===== config.mk =====
export PLATFORM = sky130hd
export DESIGN_NAME = erasable_cycle_seq
export DESIGN_NICKNAME = d
export VERILOG_FILES = /design/src/rtl/erasable_cycle_seq.sv
export SDC_FILE = /design/constraint.sdc
export NUM_CORES = 1
export LEC_CHECK = 0
export ABC_AREA = 1
export CORE_MARGIN = 2
export CORE_UTILIZATION = 51
export DETAILED_ROUTE_END_ITERATION = 8
export MAX_ROUTING_LAYER = met4
export PLACE_DENSITY = 0.86
export SLEW_MARGIN = 20
export SYNTH_ARGS = -nofsm -noshare
export SYNTH_HDL_FRONTEND = slang
export SYNTH_SLANG_ARGS = --single-unit

===== constraint.sdc =====
create_clock -name CLOCK -period 2.2 [get_ports CLOCK]
set_input_delay 0.44 -clock CLOCK [delete_from_list [all_inputs] [get_ports CLOCK]]
set_output_delay 0.44 -clock CLOCK [all_outputs]
set_load 0.03 [all_outputs]

===== src/rtl/erasable_cycle_seq.sv =====
// erasable_cycle_seq
//   Erasable-memory cycle sequencer. Decodes the S register plus EB bank bits
//   into an 11-bit core address and runs a destructive-read / sense strobe /
//   hold / write-back cycle against the core model. The sensed word (15 data
//   bits + parity in bit 15) is returned on rdata with an odd-parity check.
//
// Ports
//   CLOCK       in   system clock, rising edge
//   rst_        in   asynchronous active-low reset
//   mct_start   in   one-cycle memory cycle request
//   s_addr      in   S register (bit0 = S01 .. bit11 = S12)
//   eb          in   erasable bank (bit0 = EB9 .. bit2 = EB11)
//   sense_data  in   core sense-amp word, bit15 = parity
//   wr_req      in   end of HOLD: 1 = write wdata, 0 = restore rdata
//   wdata       in   replacement word incl. parity
//   chk_en      in   parity check enable
//   alarm_clr   in   clears par_alarm
//   mem_addr    out  latched core address
//   mem_rd      out  read/erase drive
//   mem_wr      out  write/inhibit drive
//   mem_wdata   out  write-back word
//   rdata       out  captured sense word
//   rdata_vld   out  pulse: rdata newly captured
//   par_fail    out  pulse: parity error on the captured word
//   par_alarm   out  sticky parity alarm
//   reg_sel     out  pulse: central register addressed, no core cycle
//   busy        out  sequencer not idle
module erasable_cycle_seq #(
   parameter int unsigned RD_CYC   = 2,
   parameter int unsigned HOLD_CYC = 4,
   parameter int unsigned WR_CYC   = 2
) (
   input  logic        CLOCK,
   input  logic        rst_,
   input  logic        mct_start,
   input  logic [11:0] s_addr,
   input  logic [2:0]  eb,
   input  logic [15:0] sense_data,
   input  logic        wr_req,
   input  logic [15:0] wdata,
   input  logic        chk_en,
   input  logic        alarm_clr,
   output logic [10:0] mem_addr,
   output logic        mem_rd,
   output logic        mem_wr,
   output logic [15:0] mem_wdata,
   output logic [15:0] rdata,
   output logic        rdata_vld,
   output logic        par_fail,
   output logic        par_alarm,
   output logic        reg_sel,
   output logic        busy
);

   typedef enum logic [1:0] {
      S_IDLE,
      S_READ,
      S_HOLD,
      S_WRITE
   } state_t;

   state_t      state_q;
   logic [7:0]  cnt_q;
   logic [10:0] mem_addr_q;
   logic [15:0] mem_wdata_q;
   logic [15:0] rdata_q;
   logic        mem_rd_q;
   logic        mem_wr_q;
   logic        rdata_vld_q;
   logic        par_fail_q;
   logic        par_alarm_q;
   logic        reg_sel_q;
   logic        busy_q;

   logic        erasable_d;
   logic        central_d;
   logic [10:0] addr_d;
   logic        bad_par_d;

   always_comb begin
      erasable_d = (s_addr[11:10] == 2'b00);
      central_d  = (s_addr[11:4] == 8'h00);
      // The top quarter of erasable space is a window onto the selected bank.
      if (s_addr[9:8] == 2'b11) begin
         addr_d = {eb, s_addr[7:0]};
      end else begin
         addr_d = {1'b0, s_addr[9:8], s_addr[7:0]};
      end
      bad_par_d = chk_en && (^sense_data == 1'b0);
   end

   always_ff @(posedge CLOCK or negedge rst_) begin
      if (!rst_) begin
         state_q     <= S_IDLE;
         cnt_q       <= '0;
         mem_addr_q  <= '0;
         mem_wdata_q <= '0;
         rdata_q     <= '0;
         mem_rd_q    <= 1'b0;
         mem_wr_q    <= 1'b0;
         rdata_vld_q <= 1'b0;
         par_fail_q  <= 1'b0;
         par_alarm_q <= 1'b0;
         reg_sel_q   <= 1'b0;
         busy_q      <= 1'b0;
      end else begin
         rdata_vld_q <= 1'b0;
         par_fail_q  <= 1'b0;
         reg_sel_q   <= 1'b0;
         // A parity failure on the same edge overrides this below.
         if (alarm_clr) begin
            par_alarm_q <= 1'b0;
         end
         case (state_q)
            S_IDLE: begin
               if (mct_start && erasable_d) begin
                  if (central_d) begin
                     reg_sel_q <= 1'b1;
                  end else begin
                     state_q    <= S_READ;
                     cnt_q      <= '0;
                     mem_addr_q <= addr_d;
                     mem_rd_q   <= 1'b1;
                     busy_q     <= 1'b1;
                  end
               end
            end
            S_READ: begin
               if (cnt_q == 8'(RD_CYC - 1)) begin
                  state_q     <= S_HOLD;
                  cnt_q       <= '0;
                  mem_rd_q    <= 1'b0;
                  rdata_q     <= sense_data;
                  rdata_vld_q <= 1'b1;
                  if (bad_par_d) begin
                     par_fail_q  <= 1'b1;
                     par_alarm_q <= 1'b1;
                  end
               end else begin
                  cnt_q <= cnt_q + 8'd1;
               end
            end
            S_HOLD: begin
               if (cnt_q == 8'(HOLD_CYC - 1)) begin
                  state_q     <= S_WRITE;
                  cnt_q       <= '0;
                  mem_wr_q    <= 1'b1;
                  mem_wdata_q <= wr_req ? wdata : rdata_q;
               end else begin
                  cnt_q <= cnt_q + 8'd1;
               end
            end
            S_WRITE: begin
               if (cnt_q == 8'(WR_CYC - 1)) begin
                  state_q  <= S_IDLE;
                  cnt_q    <= '0;
                  mem_wr_q <= 1'b0;
                  busy_q   <= 1'b0;
               end else begin
                  cnt_q <= cnt_q + 8'd1;
               end
            end
            default: begin
               state_q <= S_IDLE;
               cnt_q   <= '0;
            end
         endcase
      end
   end

   assign mem_addr  = mem_addr_q;
   assign mem_rd    = mem_rd_q;
   assign mem_wr    = mem_wr_q;
   assign mem_wdata = mem_wdata_q;
   assign rdata     = rdata_q;
   assign rdata_vld = rdata_vld_q;
   assign par_fail  = par_fail_q;
   assign par_alarm = par_alarm_q;
   assign reg_sel   = reg_sel_q;
   assign busy      = busy_q;

endmodule


# Word level (Yosys, flattened, before mapping)

Index checks and enable logic that the tools add are counted.
W data, S select, Z words.

Output and inout bits: 50
Word-level logic and storage cells: 76
Input port bits: 53
Bits in registers: 60

Bitwise gates (word level): 2
Equality and inequality tests: 11
Muxes and demuxes: 32
Reduce and logical (&&, ||, !) cells: 18
Add/subtract/negate cells: 1

Operator list:

| operator              | count |
|---|---|
| $mux W8               | 4 |
| $pmux W8 S3           | 1 |
| $mux W1               | 16 |
| $mux W16              | 1 |
| $reduce_xor A16 Y1    | 1 |
| $mux W11              | 1 |
| $mux W2               | 5 |
| $ne A2 B2 Y1 const B  | 5 |
| $add A8 B1 Y8 const B | 1 |
| $eq A8 B1 Y1 const B  | 1 |
| $eq A8 B2 Y1 const B  | 1 |
| $logic_not A8 Y1      | 1 |
| $pmux W2 S4           | 1 |
| $reduce_and A4 Y1     | 2 |
| $eq A2 B2 Y1 const B  | 3 |
| $pmux W1 S2           | 3 |
| $reduce_and A2 Y1     | 3 |
| $reduce_and A3 Y1     | 2 |
| $reduce_bool A2 Y1    | 3 |
| $reduce_and A5 Y1     | 1 |
| $logic_not A2 Y1      | 2 |
| $eq A2 B1 Y1 const B  | 1 |
| $logic_and A1 B1 Y1   | 2 |
| $not A1 Y1            | 2 |
| $reduce_or A2 Y1      | 1 |

# Depth between registers and ports, before layout

Gate-level depths: netlist of the first run.

Depth after elaboration: 6
Mapped depth: 10
Mapped depth without buffers: 10

# Worst setup path after synthesis of the first run

OpenSTA, ideal clock, no wires.

Kind: register -> register
From: register state_q[0]
To: register busy_q (netlist: busy)
Data required time: 2.137 ns
Slack: 0.744 ns
Arrival: 1.393 ns
Cell stages (with the launch flop): 10
Cell sequence: dfrtp_1 > inv_1 > ha_1 > inv_2 > nor2_2 > nand2_1 > buf_4 > o21bai_1 > nand2_1 > inv_1

Longest elaborated chain between the ends: 3
Elaborated cells on any way between the ends: 8
Those cells by class: 4 x eq/ne; 1 x mux; 3 x reduce/logical

RTL lines:

| item                                                         | RTL line | text |
|---|---|---|
| from (decl)                                                  | 62       | `state_t state_q;` |
| from (signal assigned)                                       | 94       | `state_q <= S_IDLE;` |
| from (signal assigned)                                       | 120      | `state_q <= S_READ;` |
| from (signal assigned)                                       | 130      | `state_q <= S_HOLD;` |
| $eq A2 B2 Y1 or $logic_not A2 Y1 (tied branches)             | 114      | `case (state_q)` |
| $ne A2 B2 Y1 (no line) or $reduce_bool A2 Y1 (tied branches) | n/a      |  |
| $reduce_and A4 Y1 (no line)                                  | n/a      |  |
| to (signal assigned)                                         | 105      | `busy_q <= 1'b0;` |
| to (signal assigned)                                         | 124      | `busy_q <= 1'b1;` |
| to (signal assigned)                                         | 158      | `busy_q <= 1'b0;` |
| to (decl)                                                    | 73       | `logic busy_q;` |

Parallel ways exist; a longest one is shown, timed or not.
A chain may end at the register's enable or synchronous reset.

# Worst setup path in the final report of the first run

From: register mem_addr_q[4] (netlist: mem_addr[4])
To: output port mem_addr[4]

RTL lines:

| item                   | RTL line | text |
|---|---|---|
| from (decl)            | 64       | `logic [10:0] mem_addr_q;` |
| from (signal assigned) | 122      | `mem_addr_q <= addr_d;` |
| to (decl)              | 43       | `output logic [10:0] mem_addr,` |

No word-level cell between the ends.

==> impl_metrics.py, run 1 <==
metrics = {
    "final_layout": {
        "multi_input_area_mm2": 0.00146,
        "area_growth_pct": 38.3,
        "fin_nets": 613,
        "drive_above_1_share_pct": 8.96,
        "register_area_mm2": 0.00150,
        "nFillCells": 462,
        "n_antenna_cell": 0,
    },
    "critical_path": {
        "critPathLaunchType": "register",
        "crit_family": "buffers and inverters",
        "critPathMaxStageDelay_ns": 0.69,
        "cp_max_fo": 2,
        "critPathLaunch": "mem_addr[4]",
        "worstPathCellList": "clkdlybuf4s50_1",
        "crit_type": "register to output pin",
        "end_kind": "output pin",
        "path_buf_inv": 1,
        "cp_slowest_cell": "clkdlybuf4s50_1",
        "cp.required_ns": 1.76,
        "rr_startpoint": "state_q[0]",
        "arrival_ns": 1.42,
    },
    "cts": {
        "cts_made_buffers": 9,
        "clk-insertion-delay-late_ns": 0.34,
        "cts-root-buf": "clkbuf_8",
        "post_cts_resized": 0,
        "cts_setup_buffers": 0,
        "htreeDepth": 3,
        "clockBufferDepth": 2,
        "tritoncts": "yes",
        "clkSinkCount": 60,
        "holdBufCountCts": 0,
        "path_clk_slew_ns": 0.07,
    },
    "pwr": {
        "power_density_mw_per_mm2": 1270,
        "switching_share_pct": 43.5,
        "power_switching_mw": 2.55,
        "power_frac_seq_pct": 31.1,
        "finalPower_mw": 5.87,
        "p_int_mw": 3.32,
        "p_comb_share_pct": 52.1,
        "p_clk_share_pct": 16.8,
        "leakagePower_nw": 2.31,
        "vdd_drop_max_mv": 1.09,
    },
    "routing": {
        "ant_nets": 0,
        "dr.first_iter.drc_count": 193,
        "drtPass1Iterations": 4,
        "post_drt_wl_per_cell_um": 13.4,
        "drc": 0,
        "vias_per_cell": 5.05,
        "num_vias": 3209,
        "wl_um": 8510,
    },
    "global_route": {
        "grt_pass1_vias": 3290,
        "grt_overflow": 0,
        "grt_util_met1_pct": 29.7,
        "grtUsageMet2_pct": 43.6,
        "use_met3_pct": 7.78,
        "track_usage_pct": 26.1,
        "grt_pass1_wl_um": 14500,
        "grt_max_degree": 42,
        "busiest_layer": "met2",
        "antenna_found_initial": 0,
    },
    "die": {
        "start_util_pct": 52.6,
        "die_x_um": 85.0,
        "design.portCount": 103,
        "design.core.area_mm2": 0.00635,
        "die_height_um": 85.0,
        "dieArea_mm2": 0.00722,
        "rows": 29,
    },
    "sta": {
        "report.final.slew_viol_count": 0,
        "fin_worst_skew_ns": 0.00712,
        "final-hold-violation-count": 0,
        "rsz0062_at_grt": "no",
        "worst_pin_slew_ns": 0.536,
        "setup_viol": 0,
        "maxSlewHeadroom_pct": 64.3,
        "fmax_mhz": 538,
        "min_period_ns": 1.86,
        "finalSetupTns_ns": 0,
        "finalCritPeriodShare_pct": 84.5,
    },
    "logic_synthesis": {
        "yosys_warnings": 0,
        "synthesis.area_mm2": 0.00334,
        "netlist_instances": 445,
        "ys_seq_area_share_pct": 44.9,
        "ys_ff_latch": 60,
        "synth.distinct_cells": 28,
        "syn-num-nets": 505,
        "syn_avg_cell_area_um2": 7.51,
    },
    "placement": {
        "dp_hpwl_um": 6500,
        "gp_congestion": 0.910,
        "port_buffers": 102,
    },
    "outcome": {
        "outcome": "complete, no violations",
    },
    "run": {
        "max_cap_viol_count": 0,
    },
    "min_path": {
        "worstHoldPathType": "input port to async pin",
    },
}
## per-layer routing
layer / part of all wire (%) / vias up
met5: 0 / -
met4: 2.2 / 0
met3: 7.9 / 16
met2: 49 / 119
met1: 41 / 1482
li1: - / 1592
## final cells by class
class                           count  share of cell area, %
Sequential cell                    60                   32.5
Multi-Input combinational cell    296                   31.6
Timing Repair Buffer              109                   23.4
Inverter                           77                   6.26
Clock buffer                       12                   3.14
Tap cell                           77                   2.09
Clock inverter                      4                   1.06
## placed cells by master (no fill, tap or decap), drive strengths merged, types with 7 or more instances in the layout
cell type	n
nand3	18
inv	77
clkbuf	12
dfrtp	60
nor2	13
o21ai	69
ha	7
clkdlybuf4s50	101
buf	8
nand2	169
## logic make-up after synthesis
logic type,count (synthesis),share of synthesized area (%)
flops,60,44.9
simple gates,212,27.1
fa+ha+maj,7,2.62
compound gates,74,13.2
buf+inv,89,11.4
xor+xnor,3,0.786
## through the flow
stage | hold slack [ns] | instance area, um^2 | cells | setup slack, ns | util (%)
floorplan | 0.144 | 3340 | 445 | 0.744 | -
global placement | 0.436 | 4430 | 619 | 0.346 | 69.7
detailed placement | 0.446 | 4430 | 619 | 0.204 | 69.7
CTS | 0.0772 | 4620 | 635 | 0.341 | 72.8
global route | 0.0998 | 4620 | 635 | 0.251 | 72.8
finish | 0.0769 | 4620 | 635 | 0.340 | 72.8
## power by group through the flow
stage	Clock [mW]	Sequential [mW]	Combinational (mW)
after floorplan	0	2.62	0.982
after global placement	0	1.82	2.98
after detailed placement	0	1.84	3.06
after CTS	1.01	1.82	3.07
after global routing	1.06	1.88	3.29
final	0.985	1.82	3.06
## path summary, 6_finish.rpt
| kind | endpoint | slack [ns] | depth (start not counted) |
|---|---|---|---|
| worst max register to register | mem_wdata[1] | 0.44 | 6 |
| worst min-delay path | rdata[0] | 0.08 | 1 |
| min in group CLOCK | mem_addr[9] | 0.48 | 2 |
| worst max-delay path | mem_addr[4] | 0.34 | 1 |
| worst min register to register | mem_addr[9] | 0.48 | 2 |
| max in group asynchronous | mem_addr[9] | 1.53 | 2 |
## Yosys cell counts
cell	number	area, um^2
dfrtp_1	60	1500
buf_2	2	10.0
nor2_2	1	6.26
buf_6	5	56.3
o21bai_1	3	22.5
clkbuf_1	3	11.3
o21ai_0	54	270
inv_1	74	278
nor3_1	2	10.0
nor2_4	1	11.3
nor3_2	1	10.0
inv_2	3	11.3
nand2_1	166	623
buf_4	2	15.0
o211ai_1	1	7.51
nand4_4	1	21.3
nor3_4	1	16.3
nor2_1	11	41.3
nor3b_4	1	18.8
xor2_1	3	26.3
o21ai_2	15	131
nand2_2	3	18.8
or2_2	1	6.26
and3_1	1	6.26
ha_1	7	87.6
o2111ai_1	1	8.76
nand3_1	18	90.1
nand4_1	4	25.0
## flip-flops by register name, indices dropped and copies added (netlist names), 2 cells and up
register / cells
mem_addr: 11
state_q: 2
cnt_q: 8
rdata: 16
mem_wdata: 16
Power figures use the tool's default switching activity.
==> inputs of run 2 (changes only) <==
CORE_UTILIZATION = 47   (was 51)
PLACE_DENSITY = 0.8   (was 0.86)
clock period = 1.8 ns   (was 2.2 ns; I/O delays follow)
==> run 2 against run 1 <==
Effect of this change: clock-buffer cell count up 1; worst setup slack got worse by 0.29 ns; sequential power increased by 22%; clock power is 9% higher; flip-flop and latch count did not move; die area up 8.1%; worst hold slack lost 0.062 ns; cell count grew 3.1%; critical path depth unchanged; clock skew rose by 0.00080 ns; critical endpoint is now mem_wr; highest routed layer unchanged.
==> impl_metrics.py, run 2 (same netlist as run 1, synthesis figures left out) <==
metrics = {
    "outcome": {
        "outcome": "complete, no violations",
    },
    "sta": {
        "maxSlewHeadroom_pct": 76.4,
        "setup_viol": 0,
        "rsz0062_at_grt": "no",
        "report.final.slew_viol_count": 0,
        "finalSetupTns_ns": 0,
        "finalCritPeriodShare_pct": 97.4,
        "fin_worst_skew_ns": 0.00792,
        "min_period_ns": 1.75,
        "worst_pin_slew_ns": 0.353,
        "whs_ns": 0.0147,
        "final-hold-violation-count": 0,
        "setup_slack_ns": 0.0466,
        "fmax_mhz": 570,
    },
    "final_layout": {
        "instances_no_fill": 655,
        "n_antenna_cell": 0,
        "mostFrequentLayoutCells": "nand2_1 (166), clkdlybuf4s50_1 (99), inv_1 (74), dfrtp_1 (60), o21ai_0 (54)",
        "final_common_cell": "nand2_1",
        "area_growth_pct": 39.9,
        "fin_nets": 615,
        "nFillCells": 585,
        "drive_above_1_share_pct": 9.12,
    },
    "die": {
        "start_util_pct": 48.9,
        "die_height_um": 88.3,
        "dieArea_mm2": 0.00780,
        "design.portCount": 103,
        "design.core.area_mm2": 0.00683,
        "rows": 30,
        "die_x_um": 88.3,
    },
    "global_route": {
        "grt_pass1_wl_um": 13800,
        "grt_pass1_vias": 3087,
        "track_usage_pct": 23.5,
        "grt_max_degree": 61,
        "grt_overflow": 0,
        "antenna_found_initial": 0,
    },
    "pwr": {
        "power_density_mw_per_mm2": 1500,
        "vdd_drop_max_mv": 0.816,
        "finalPower_mw": 7.02,
        "leakagePower_nw": 2.34,
    },
    "critical_path": {
        "arrival_ns": 1.39,
        "path_buf_inv": 1,
        "critPathLaunchType": "register",
        "crit_type": "register to output pin",
        "worstPathCellList": "clkdlybuf4s50_1",
        "crit_family": "buffers and inverters",
        "cp.required_ns": 1.44,
        "end_kind": "output pin",
        "cp_max_fo": 3,
        "cp_slowest_cell": "clkdlybuf4s50_1",
        "critPathMaxStageDelay_ns": 0.69,
    },
    "placement": {
        "dp_cells": 640,
        "pre_cts_ws_ns": 0.0305,
        "gp_congestion": 0.847,
        "port_buffers": 102,
        "dp_hpwl_um": 6220,
    },
    "routing": {
        "dr.first_iter.drc_count": 148,
        "wl_um": 8180,
        "drtPass1Iterations": 4,
        "vias_per_cell": 4.75,
        "post_drt_wl_per_cell_um": 12.5,
        "drc": 0,
        "ant_nets": 0,
        "num_vias": 3111,
    },
    "cts": {
        "clkSinkCount": 60,
        "path_clk_slew_ns": 0.07,
        "clockBufferDepth": 2,
        "cts_made_buffers": 9,
        "htreeDepth": 3,
        "tritoncts": "yes",
        "cts-root-buf": "clkbuf_8",
        "clk-insertion-delay-late_ns": 0.34,
    },
    "min_path": {
        "worstHoldPathType": "input port to async pin",
    },
    "run": {
        "max_cap_viol_count": 0,
    },
}
==> run 2: worst paths after layout <==
path	cells after the start	endpoint	slack, ns	start
min in group CLOCK	2	mem_addr[3]	0.48	mem_addr[3]
hold / removal	2	par_alarm	0.01	rst_
setup / recovery	1	mem_wr	0.05	mem_wr
max in group asynchronous	2	mem_addr[2]	1.51	rst_
setup reg to reg	8	mem_addr[8]	0.18	state_q[0]
hold reg to reg	2	mem_addr[3]	0.48	mem_addr[3]
==> run 2: power breakdown <==
group | leakage, nW | switching (mW) | internal [mW] | total [mW]
logic | 1.53 | 2.24 | 1.50 | 3.73
registers | 0.721 | 0.321 | 1.90 | 2.22
clock network | 0.0893 | 0.506 | 0.564 | 1.07
==> run 2: cell type report <==
| class | instances | area [um^2] | share of cell area, % |
|---|---|---|---|
| flip-flops and latches | 60 | 1500 | 32.1 |
| multi-input cells | 296 | 1460 | 31.2 |
| repair buffers | 111 | 1140 | 24.3 |
| inverters | 77 | 289 | 6.18 |
| clock buffers | 13 | 159 | 3.40 |
| well taps | 96 | 120 | 2.57 |
| clock inverters | 2 | 10.0 | 0.214 |
==> run 2: repair_timing <==
item | in CTS | in global routing
hold buffers | 0 | 0
setup endpoints to repair | 0 | 2
resized for setup | 0 | 2
setup buffers | 0 | 0
==> run 2: through the flow <==
step / util [%] / cell area (um^2)
3_5_place_dp: 65.9 / 4500
2_1_floorplan: - / 3340
4_1_cts: 68.4 / 4670
6_report: 68.5 / 4680
5_1_grt: 68.5 / 4680
3_3_place_gp: 65.9 / 4500
==> run 2: routing by layer <==
metal  wire length (um)  vias to the layer above  global-route usage [%]
li1                   -                     1590                       -
met1               3480                     1408                    27.1
met2               3960                      101                    39.8
met3                586                       12                    5.32
met4                159                        0                    9.37
met5                  0                        -                       -
==> inputs of run 3 (changes only) <==
CORE_MARGIN = 1   (was 2)
PLACE_DENSITY = 0.78   (was 0.8)
==> run 3 against run 2 <==
Effect of this change: global-route usage grew 1.5 points; maximum frequency barely moved; cell area fell by 0.29%; critical path type unchanged; largest cell class unchanged.
==> impl_metrics.py, run 3 (same netlist as run 1, synthesis figures left out) <==
metrics = {
    "cts": {
        "cts-root-buf": "clkbuf_8",
        "cts_made_buffers": 9,
        "clk-insertion-delay-late_ns": 0.35,
        "clkSinkCount": 60,
        "tritoncts": "yes",
        "path_clk_slew_ns": 0.07,
        "clockBufferDepth": 2,
        "htreeDepth": 3,
    },
    "critical_path": {
        "critPathLaunchType": "register",
        "cp_max_fo": 2,
        "arrival_ns": 1.39,
        "critPathLaunch": "busy",
        "cp_slowest_cell": "clkdlybuf4s50_1",
        "cp.required_ns": 1.44,
        "end_kind": "output pin",
        "crit_type": "register to output pin",
        "rr_startpoint": "state_q[1]",
        "crit_family": "buffers and inverters",
        "regToRegSetupSlack_ns": 0.14,
        "critPathMaxStageDelay_ns": 0.68,
        "worstPathCellList": "clkdlybuf4s50_1",
        "path_buf_inv": 1,
    },
    "final_layout": {
        "nFillCells": 574,
        "n_antenna_cell": 0,
        "mostFrequentLayoutCells": "nand2_1 (166), clkdlybuf4s50_1 (97), inv_1 (74), dfrtp_1 (60), o21ai_0 (54)",
        "instances_no_fill": 654,
        "multi_input_area_mm2": 0.00146,
        "utilization_pct": 68.3,
        "fin_nets": 614,
        "drive_above_1_share_pct": 9.14,
        "final_common_cell": "nand2_1",
        "area_growth_pct": 39.5,
        "register_area_mm2": 0.00150,
    },
    "global_route": {
        "busiest_layer": "met2",
        "grt_util_met1_pct": 29.3,
        "grt_overflow": 0,
        "grt_pass1_wl_um": 13900,
        "track_usage_pct": 25.0,
        "antenna_found_initial": 0,
        "grtUsageMet2_pct": 41.1,
        "grt_max_degree": 61,
        "grt_pass1_vias": 3113,
        "use_met3_pct": 5.81,
    },
    "routing": {
        "num_vias": 3139,
        "vias_per_cell": 4.80,
        "dr.first_iter.drc_count": 137,
        "post_drt_wl_per_cell_um": 12.5,
        "drtPass1Iterations": 4,
        "wl_um": 8190,
        "drc": 0,
        "ant_nets": 0,
    },
    "pwr": {
        "power_density_mw_per_mm2": 1490,
        "leakagePower_nw": 2.34,
        "vdd_drop_max_mv": 0.962,
    },
    "placement": {
        "port_buffers": 102,
        "dp_cells": 639,
        "gp_congestion": 0.854,
        "dp_hpwl_um": 6160,
    },
    "die": {
        "die_x_um": 86.3,
        "die_height_um": 86.3,
        "design.core.area_mm2": 0.00683,
        "rows": 30,
        "design.portCount": 103,
        "dieArea_mm2": 0.00745,
        "start_util_pct": 48.9,
    },
    "outcome": {
        "outcome": "complete, no violations",
    },
    "sta": {
        "worst_pin_slew_ns": 0.371,
        "finalCritPeriodShare_pct": 97.4,
        "maxSlewHeadroom_pct": 75.2,
        "setup_viol": 0,
        "report.final.slew_viol_count": 0,
        "final-hold-violation-count": 0,
        "min_period_ns": 1.75,
        "fin_worst_skew_ns": 0.00799,
        "finalSetupTns_ns": 0,
        "rsz0062_at_grt": "no",
        "fmax_mhz": 570,
    },
    "min_path": {
        "worstHoldPathType": "input port to async pin",
    },
    "run": {
        "max_cap_viol_count": 0,
    },
}
==> run 3: changes by cell type in the layout (fill, tap and decap cells not counted), sizes merged <==
cell	change
buf	-1
clkinv	+1
clkdlybuf4s50	-2
clkinvlp	+2
dlymetal6s2s	+2
clkbuf	-3
==> run 3: stage by stage <==
step	cell area [um^2]	setup slack, ns	total power [mW]	hold slack [ns]
floorplan	3340	0.344	4.40	0.0644
global placement	4500	0.0459	5.90	0.393
detailed placement	4500	-0.0222	5.98	0.398
CTS	4650	0.00211	7.02	0.0214
global route	4660	0.000772	7.41	0.0431
finish	4660	0.0466	6.95	0.0140
==> run 3: area by class of cell <==
class,count,area share [%]
Sequential cell,60,32.2
Multi-Input combinational cell,296,31.3
Timing Repair Buffer,110,24.4
Inverter,77,6.20
Clock buffer,10,2.74
Tap cell,96,2.58
Clock inverter,5,0.644
==> run 3: worst paths after layout <==
| kind | to | cells after the start |
|---|---|---|
| setup / recovery | busy | 1 |
| hold / removal | cnt_q[4] | 2 |
| setup reg to reg | mem_addr[8] | 8 |
| hold reg to reg | par_alarm | 2 |
| max in group asynchronous | rdata[4] | 2 |
| min in group CLOCK | par_alarm | 2 |
==> run 3: layer usage <==
layer	vias up	wire length, um	part of all wire, %
li1	1586	-	-
met1	1441	3480	42
met2	99	3920	48
met3	13	652	8.0
met4	0	144	1.8
met5	-	0	0
==> run 3: repair_timing <==
action                                  in CTS  in global routing
buffers inserted                             0                  0
hold buffers                                 0                  0
resized for setup                            0                  4
endpoints found under the setup margin       0                  4
==> run 3: report_power, final <==
part | leakage [nW] | total (mW) | internal (mW) | switching [mW]
Combinational | 1.54 | 3.72 | 1.49 | 2.23
Clock | 0.0779 | 1.01 | 0.483 | 0.531
Sequential | 0.721 | 2.22 | 1.90 | 0.320
